==> src/rtl/eth_tg_pkg.sv <==
// eth_tg_pkg: shared constants, state encodings and helpers for the Ethernet traffic generator/checker.
package eth_tg_pkg;
   localparam int HDR_LEN = 14;
   localparam int MIN_LEN = 46;
   typedef enum logic {MODE_INC = 1'b0, MODE_INV = 1'b1} mode_e;
   typedef enum logic [1:0] {G_IDLE, G_SEND, G_GAP, G_FIN} gen_state_e;
   typedef enum logic [1:0] {C_IDLE, C_RECV, C_DRAIN} chk_state_e;
   function automatic logic [15:0] last_lanes(input logic [15:0] total, input int nb);
      logic [15:0] r;
      r = total % 16'(nb);
      return (r == '0) ? 16'(nb) : r;
   endfunction
endpackage

==> src/rtl/eth_tg_pattern.sv <==
// eth_tg_pattern: combinational byte-lane generator for one beat of a test frame.
module eth_tg_pattern import eth_tg_pkg::*; #(
   parameter int DW = 64
) (
   input  logic [7:0]      frame,
   input  logic [10:0]     beat,
   input  logic [10:0]     len,
   input  logic            mode,
   input  logic [47:0]     dst,
   input  logic [47:0]     src,
   output logic [DW-1:0]   data,
   output logic [DW/8-1:0] keep,
   output logic            last
);
   localparam int NB = DW / 8;
   logic [15:0] t, lanes;
   assign t = 16'(len) + 16'(HDR_LEN);
   assign last = (16'(beat) + 16'd1) * 16'(NB) >= t;
   assign lanes = last_lanes(t, NB);
   for (genvar i = 0; i < NB; i++) begin : g_lane
      logic [15:0] b;
      logic [2:0] m;
      logic [7:0] pk;
      assign b = 16'(beat) * 16'(NB) + 16'(i);
      // m selects the MAC byte, MSB first, for header bytes 0..11
      assign m = 3'd5 - ((b < 16'd6) ? b[2:0] : 3'(b - 16'd6));
      assign pk = b[7:0] - 8'(HDR_LEN);
      assign data[8*i +: 8] = (b < 16'd6)   ? 8'(dst >> {m, 3'b000}) :
                              (b < 16'd12)  ? 8'(src >> {m, 3'b000}) :
                              (b == 16'd12) ? {5'd0, len[10:8]} :
                              (b == 16'd13) ? len[7:0] :
                              (mode == MODE_INV) ? ~pk : pk + frame;
      assign keep[i] = !last || 16'(i) < lanes;
   end
endmodule

==> config.mk <==
export PLATFORM = sky130hd
export DESIGN_NAME = eth_tg_pattern
export DESIGN_NICKNAME = d
export VERILOG_FILES = /design/src/rtl/eth_tg_pkg.sv /design/src/rtl/eth_tg_pattern.sv
export SDC_FILE = /design/constraint.sdc
export NUM_CORES = 1
export LEC_CHECK = 0
export BUFFER_PORTS_ARGS = -buffer_cell sky130_fd_sc_hd__buf_2
export CAP_MARGIN = 5
export CORE_MARGIN = 2
export CORE_UTILIZATION = 42
export DETAILED_ROUTE_END_ITERATION = 8
export PLACE_DENSITY = 0.82
export SLEW_MARGIN = 20
export SYNTH_ARGS = -nofsm -noshare
export SYNTH_HDL_FRONTEND = slang
export SYNTH_SLANG_ARGS = --single-unit
==> constraint.sdc <==
create_clock -name vclk -period 2.45
set_input_delay 0.245 -clock vclk [all_inputs]
set_output_delay 0.245 -clock vclk [all_outputs]
set_load 0.05 [all_outputs]
After elaboration in Yosys (flattened, before gate mapping)
Index checks and enable logic that the tools add are counted.
{"block": "classes", "mux": 47, "reduce_logical": 10, "bitwise_logic": 8, "n_eq_ne": 14, "magnitude_cmp": 25, "shift": 16, "n_addsub": 41}
{"op": "$shr 48x6->8", "n": 16}
{"op": "$mux 8", "n": 38}
{"op": "$eq 15x4->1 const B", "n": 14}
{"op": "$lt 15x3->1 const B", "n": 7}
{"op": "$lt 15x4->1 const B", "n": 7}
{"op": "$add 8x8->8", "n": 8}
{"op": "$not 8->8", "n": 8}
{"op": "$sub 8x4->8 const B", "n": 8}
{"op": "$add 14x3->15 const B", "n": 4}
{"op": "$add 14x2->15 const B", "n": 2}
{"op": "$mux 3", "n": 8}
{"op": "$sub 3x3->3 const A", "n": 8}
{"op": "$sub 3x3->3 const B", "n": 7}
{"op": "$logic_not 16->1", "n": 1}
{"op": "$lt 3x4->1 const A", "n": 4}
{"op": "$add 14x1->15 const B", "n": 1}
{"op": "$ge 15x12->1", "n": 1}
{"op": "$lt 14x3->1 const B", "n": 1}
{"op": "$lt 14x4->1 const B", "n": 1}
{"op": "$add 11x1->12 const B", "n": 1}
{"op": "$add 11x4->12 const B", "n": 1}
{"op": "$logic_or 1x1->1", "n": 8}
{"op": "$lt 1x4->1 const A", "n": 2}
{"op": "$lt 2x4->1 const A", "n": 2}
{"op": "3 further kinds", "n": 3}
{"block": "totals", "output_inout_bits": 73, "elab_cells": 161, "inputBits": 127, "ff_bits": 0}

Logic depth before layout (Yosys ltp)
{"block": "depth", "word_depth": 8, "mapped_depth": 14}

Worst setup path before layout
Ideal clock, no wire load.
{"block": "synth_timing", "kind": "input port to output port", "start": "in beat[0]", "end": "out data[6]", "arrival_time_ps": 3597, "setup_slack_ps": -1392, "path_buffers": 2, "path_stages": 10, "t_required_ps": 2205, "cell_sequence": "clkbuf_1 > inv_1 > ha_1 > buf_2 > inv_1 > ha_1 > nand3_1 > o21ai_0 > xnor2_1 > o311ai_0"}
{"block": "synth_between", "elab_chain_cells": 6}
{"item": "start: declaration", "line": "eth_tg_pattern.sv:6", "source": "input logic [10:0] beat,"}
{"item": "$lt 14x3->1", "line": "eth_tg_pattern.sv:26, eth_tg_pattern.sv:28"}
{"item": "$mux 3", "line": "eth_tg_pattern.sv:26", "source": "assign m = 3'd5 - ((b < 16'd6) ? b[2:0] : 3'(b - 16'd6));"}
{"item": "$sub 3x3->3", "line": "eth_tg_pattern.sv:26"}
{"item": "$shr 48x6->8", "line": "eth_tg_pattern.sv:29", "source": "(b < 16'd12) ? 8'(src >> {m, 3'b000}) :"}
{"item": "$mux 8", "line": "eth_tg_pattern.sv:29"}
{"item": "$mux 8 (*)", "line": "eth_tg_pattern.sv:28", "source": "assign data[8*i +: 8] = (b < 16'd6) ? 8'(dst >> {m, 3'b000}) :"}
{"item": "end: declaration", "line": "eth_tg_pattern.sv:11", "source": "output logic [DW-1:0] data,"}
Every way passes the cells marked *; elsewhere a longest branch is shown, timed or not.

Worst setup path in the final report
{"block": "layout_timing", "start": "in beat[2]", "end": "out data[47]"}
{"block": "layout_between", "elab_chain_cells": 8}
{"item": "$add 14x3->15 (*)", "line": "eth_tg_pattern.sv:24", "source": "assign b = 16'(beat) * 16'(NB) + 16'(i);"}
{"item": "branches (longest 6 deep; another with $lt 15x3->1)"}
{"item": "$mux 8 (*)", "line": "eth_tg_pattern.sv:28"}
Mark *: on every way between the ends.

==> out/qor.csv <==
stage;metric;value;unit
grt;grt_max_degree;30;
hold_path;worstHoldPathType;primary input to output port;
power_and_ir_drop;peakVddDrop;0.000272;V
sta;min_period;2.60;ns
sta;setup_ws;-0.149;ns
hold_path;hold_depth;4;
power_and_ir_drop;power.density;356;nW/um^2
synthesis;synth_warnings;0;
run_status;status;finished, violations left;
synthesis;synthesis.area;3240;sq um
routing;wirelength;15400;um
floorplanning;core_area;7610;sq um
power_and_ir_drop;total_power;2.11;mW
routing;vias;4994;
grt;grtUsageTotal;0.342;
sta;fmax;385;MHz
critical_path;critPathRequiredTime;2.20;ns
finish;n_antenna_cell;0;
routing;drc_errors;0;
hold_path;hold-path-endpoint;data[12];
synthesis;synth_top_area_frac;0.131;
power_and_ir_drop;leakagePower;2.74;nW
sta;hold-worst-slack;0.819;ns
placement;dpl.hpwl;11900;um
routing;first_pass_iters;5;
grt;antenna_found_initial;0;
synthesis;avgSynthCellArea;6.22;sq um
sta;hold_viol_final;0;
routing;avgRoutedWirePerCell;17.4;um
floorplanning;rows;32;
sta;rsz0062_at_grt;true;
placement;preCtsSetupSlack;-0.463;ns
floorplanning;io_pins;200;
finish;drive_above_1_share;0.526;
routing;drt_iter0_drc;214;
sta;min_period_over_period;1.06;
run_status;violations;setup timing;
finish;stdcell_count;885;
grt;grt_overflow;0;
critical_path;cp_max_fo;5;
floorplanning;die_h;91.9;um
synthesis;synth_seq_area_share;0;
routing;viasPerCell;5.64;
floorplanning;die_area;8440;sq um
floorplanning;die_w;91.9;um
grt;grt_pass1_vias;4867;
synthesis;netlist_instances;521;
routing;drtAntennaViolNets;0;
sta;fin_setup_tns;-0.861;ns
floorplanning;start_util;0.426;
synthesis;synth_cell_types;59;
grt;grt_pass1_wl;23400;um
synthesis;synth.area.top_cells;ha_1 13%, nand2_1 9.7%, xnor2_1 9.7%, o21ai_0 8.6%, xor2_1 6.2%;
flow_run;maxCapViolCount;0;
finish;clockBufferCount;0;
synthesis;synth_top_area_cell;ha_1;
critical_path;crit_arrival;2.35;ns
critical_path;cp-end-kind;output port;
finish;seqCellArea;0;sq um
sta;slew_viol_final;0;
finish;nNetsFinal;948;
critical_path;critPathLaunchType;primary input;
critical_path;critPathKind;primary input to output port;
placement;place.gp.congestion;0.918;
hold_path;hold_start;dst[36];
finish;area_delta_synth_final;83.0;%
synthesis;syn_nets;684;
finish;seq_cells;0;
sta;setup_violations;13;
placement;numPlacedInstances;879;
placement;port_buffers;199;
[cell usage in the layout, fill, tap and decap left out, drive strengths merged, types with 4 or more instances in the layout]
master	instances
o211ai	17
nand2b	4
nor3	10
o221ai	6
nand2	84
a22o	5
inv	21
and3	4
nor2	51
ha	34
nand3	19
a31oi	14
o21ai	57
buf	297
nand4	6
xor2	24
a21o	5
o22ai	7
clkbuf	5
a21oi	31
and2	4
xnor2	37
[routing by layer]
metal	track usage	wire length, um	share of wire
met5	0	0	0
met4	0.126	655	0.042
met3	0.0370	1180	0.077
met2	0.643	7740	0.50
met1	0.394	5850	0.38
[cells in the mapped netlist (2+ instances only)]
| master | instances |
|---|---|
| nand2_1 | 84 |
| o21ai_0 | 56 |
| nor2_1 | 51 |
| xnor2_1 | 36 |
| ha_1 | 34 |
| a21oi_1 | 31 |
| xor2_1 | 23 |
| clkbuf_1 | 22 |
| inv_1 | 21 |
| nand3_1 | 18 |
| o211ai_1 | 17 |
| a31oi_1 | 14 |
| buf_2 | 10 |
| nor3_1 | 9 |
| o22ai_1 | 7 |
| nand4_1 | 6 |
| o221ai_1 | 6 |
| a21o_1 | 5 |
| a22o_1 | 5 |
| nand2b_1 | 4 |
| a2111oi_1 | 3 |
| a211oi_1 | 3 |
| and3_1 | 3 |
| buf_1 | 3 |
| mux2i_1 | 3 |
| nor2b_1 | 3 |
| or2_2 | 3 |
| a222oi_1 | 2 |
| and2_1 | 2 |
| buf_4 | 2 |
| buf_6 | 2 |
| fa_1 | 2 |
| nand3b_1 | 2 |
| o21a_1 | 2 |
| o311ai_0 | 2 |
| or3_1 | 2 |
[what timing repair did]
| action | CTS | global route |
|---|---|---|
| buffers inserted | 6 | 0 |
| gates resized for setup | 103 | 54 |
| endpoints found under the setup margin | 35 | 44 |
| hold buffers | 0 | 0 |
| pin swaps | 38 | 27 |
[report_power, final]
part | leakage [nW] | switching, mW | internal [mW]
Sequential | 0 | 0 | 0
Combinational | 2.74 | 1.25 | 0.861
Clock | 0 | 0 | 0
Total | 2.74 | 1.25 | 0.861
[critical path: stages]
cell and delay [ns]:
buf_8 0.09, inv_6 0.04, ha_4 0.17, xor2_4 0.16, ha_4 0.31, nand4b_1 0.16, buf_6 0.18, o221ai_2 0.15
xnor2_1 0.10, a211oi_2 0.35, buf_4 0.18, o21ai_2 0.05, buf_6 0.15
[logic make-up (layout without fill, tap and decap cells)]
family	count (synthesis)	after routing	share of synthesized area
other cells	1	1	0.00116
compound gates	162	162	0.311
buf+inv	61	323	0.0818
xor+xnor	61	61	0.176
fa+ha+maj	36	36	0.144
mux	3	3	0.00926
simple gates	197	197	0.277
[area by class of cell]
class              count  area [sq um]
repair buffers       302          2050
well taps            102           128
inverters             21          98.8
fillers              595          1670
multi-input cells    460          3660
[through the flow]
step | utilization | cell area [sq um]
after floorplan | - | 3650
after global placement | 0.696 | 5300
after detailed placement | 0.696 | 5300
after CTS | 0.758 | 5770
after global routing | 0.780 | 5940
final | 0.780 | 5940
[how the worst max path moves through the flow]
stage / endpoint / cells past startpoint / start
6_report: data[47] / 13 / beat[2]
3_5_place_dp: data[47] / 13 / beat[1]
5_1_grt: data[47] / 13 / beat[2]
3_3_place_gp: data[47] / 13 / beat[1]
4_1_cts: keep[5] / 15 / len[1]
2_1_floorplan: keep[5] / 14 / len[1]
Power figures use the tool's default switching activity.
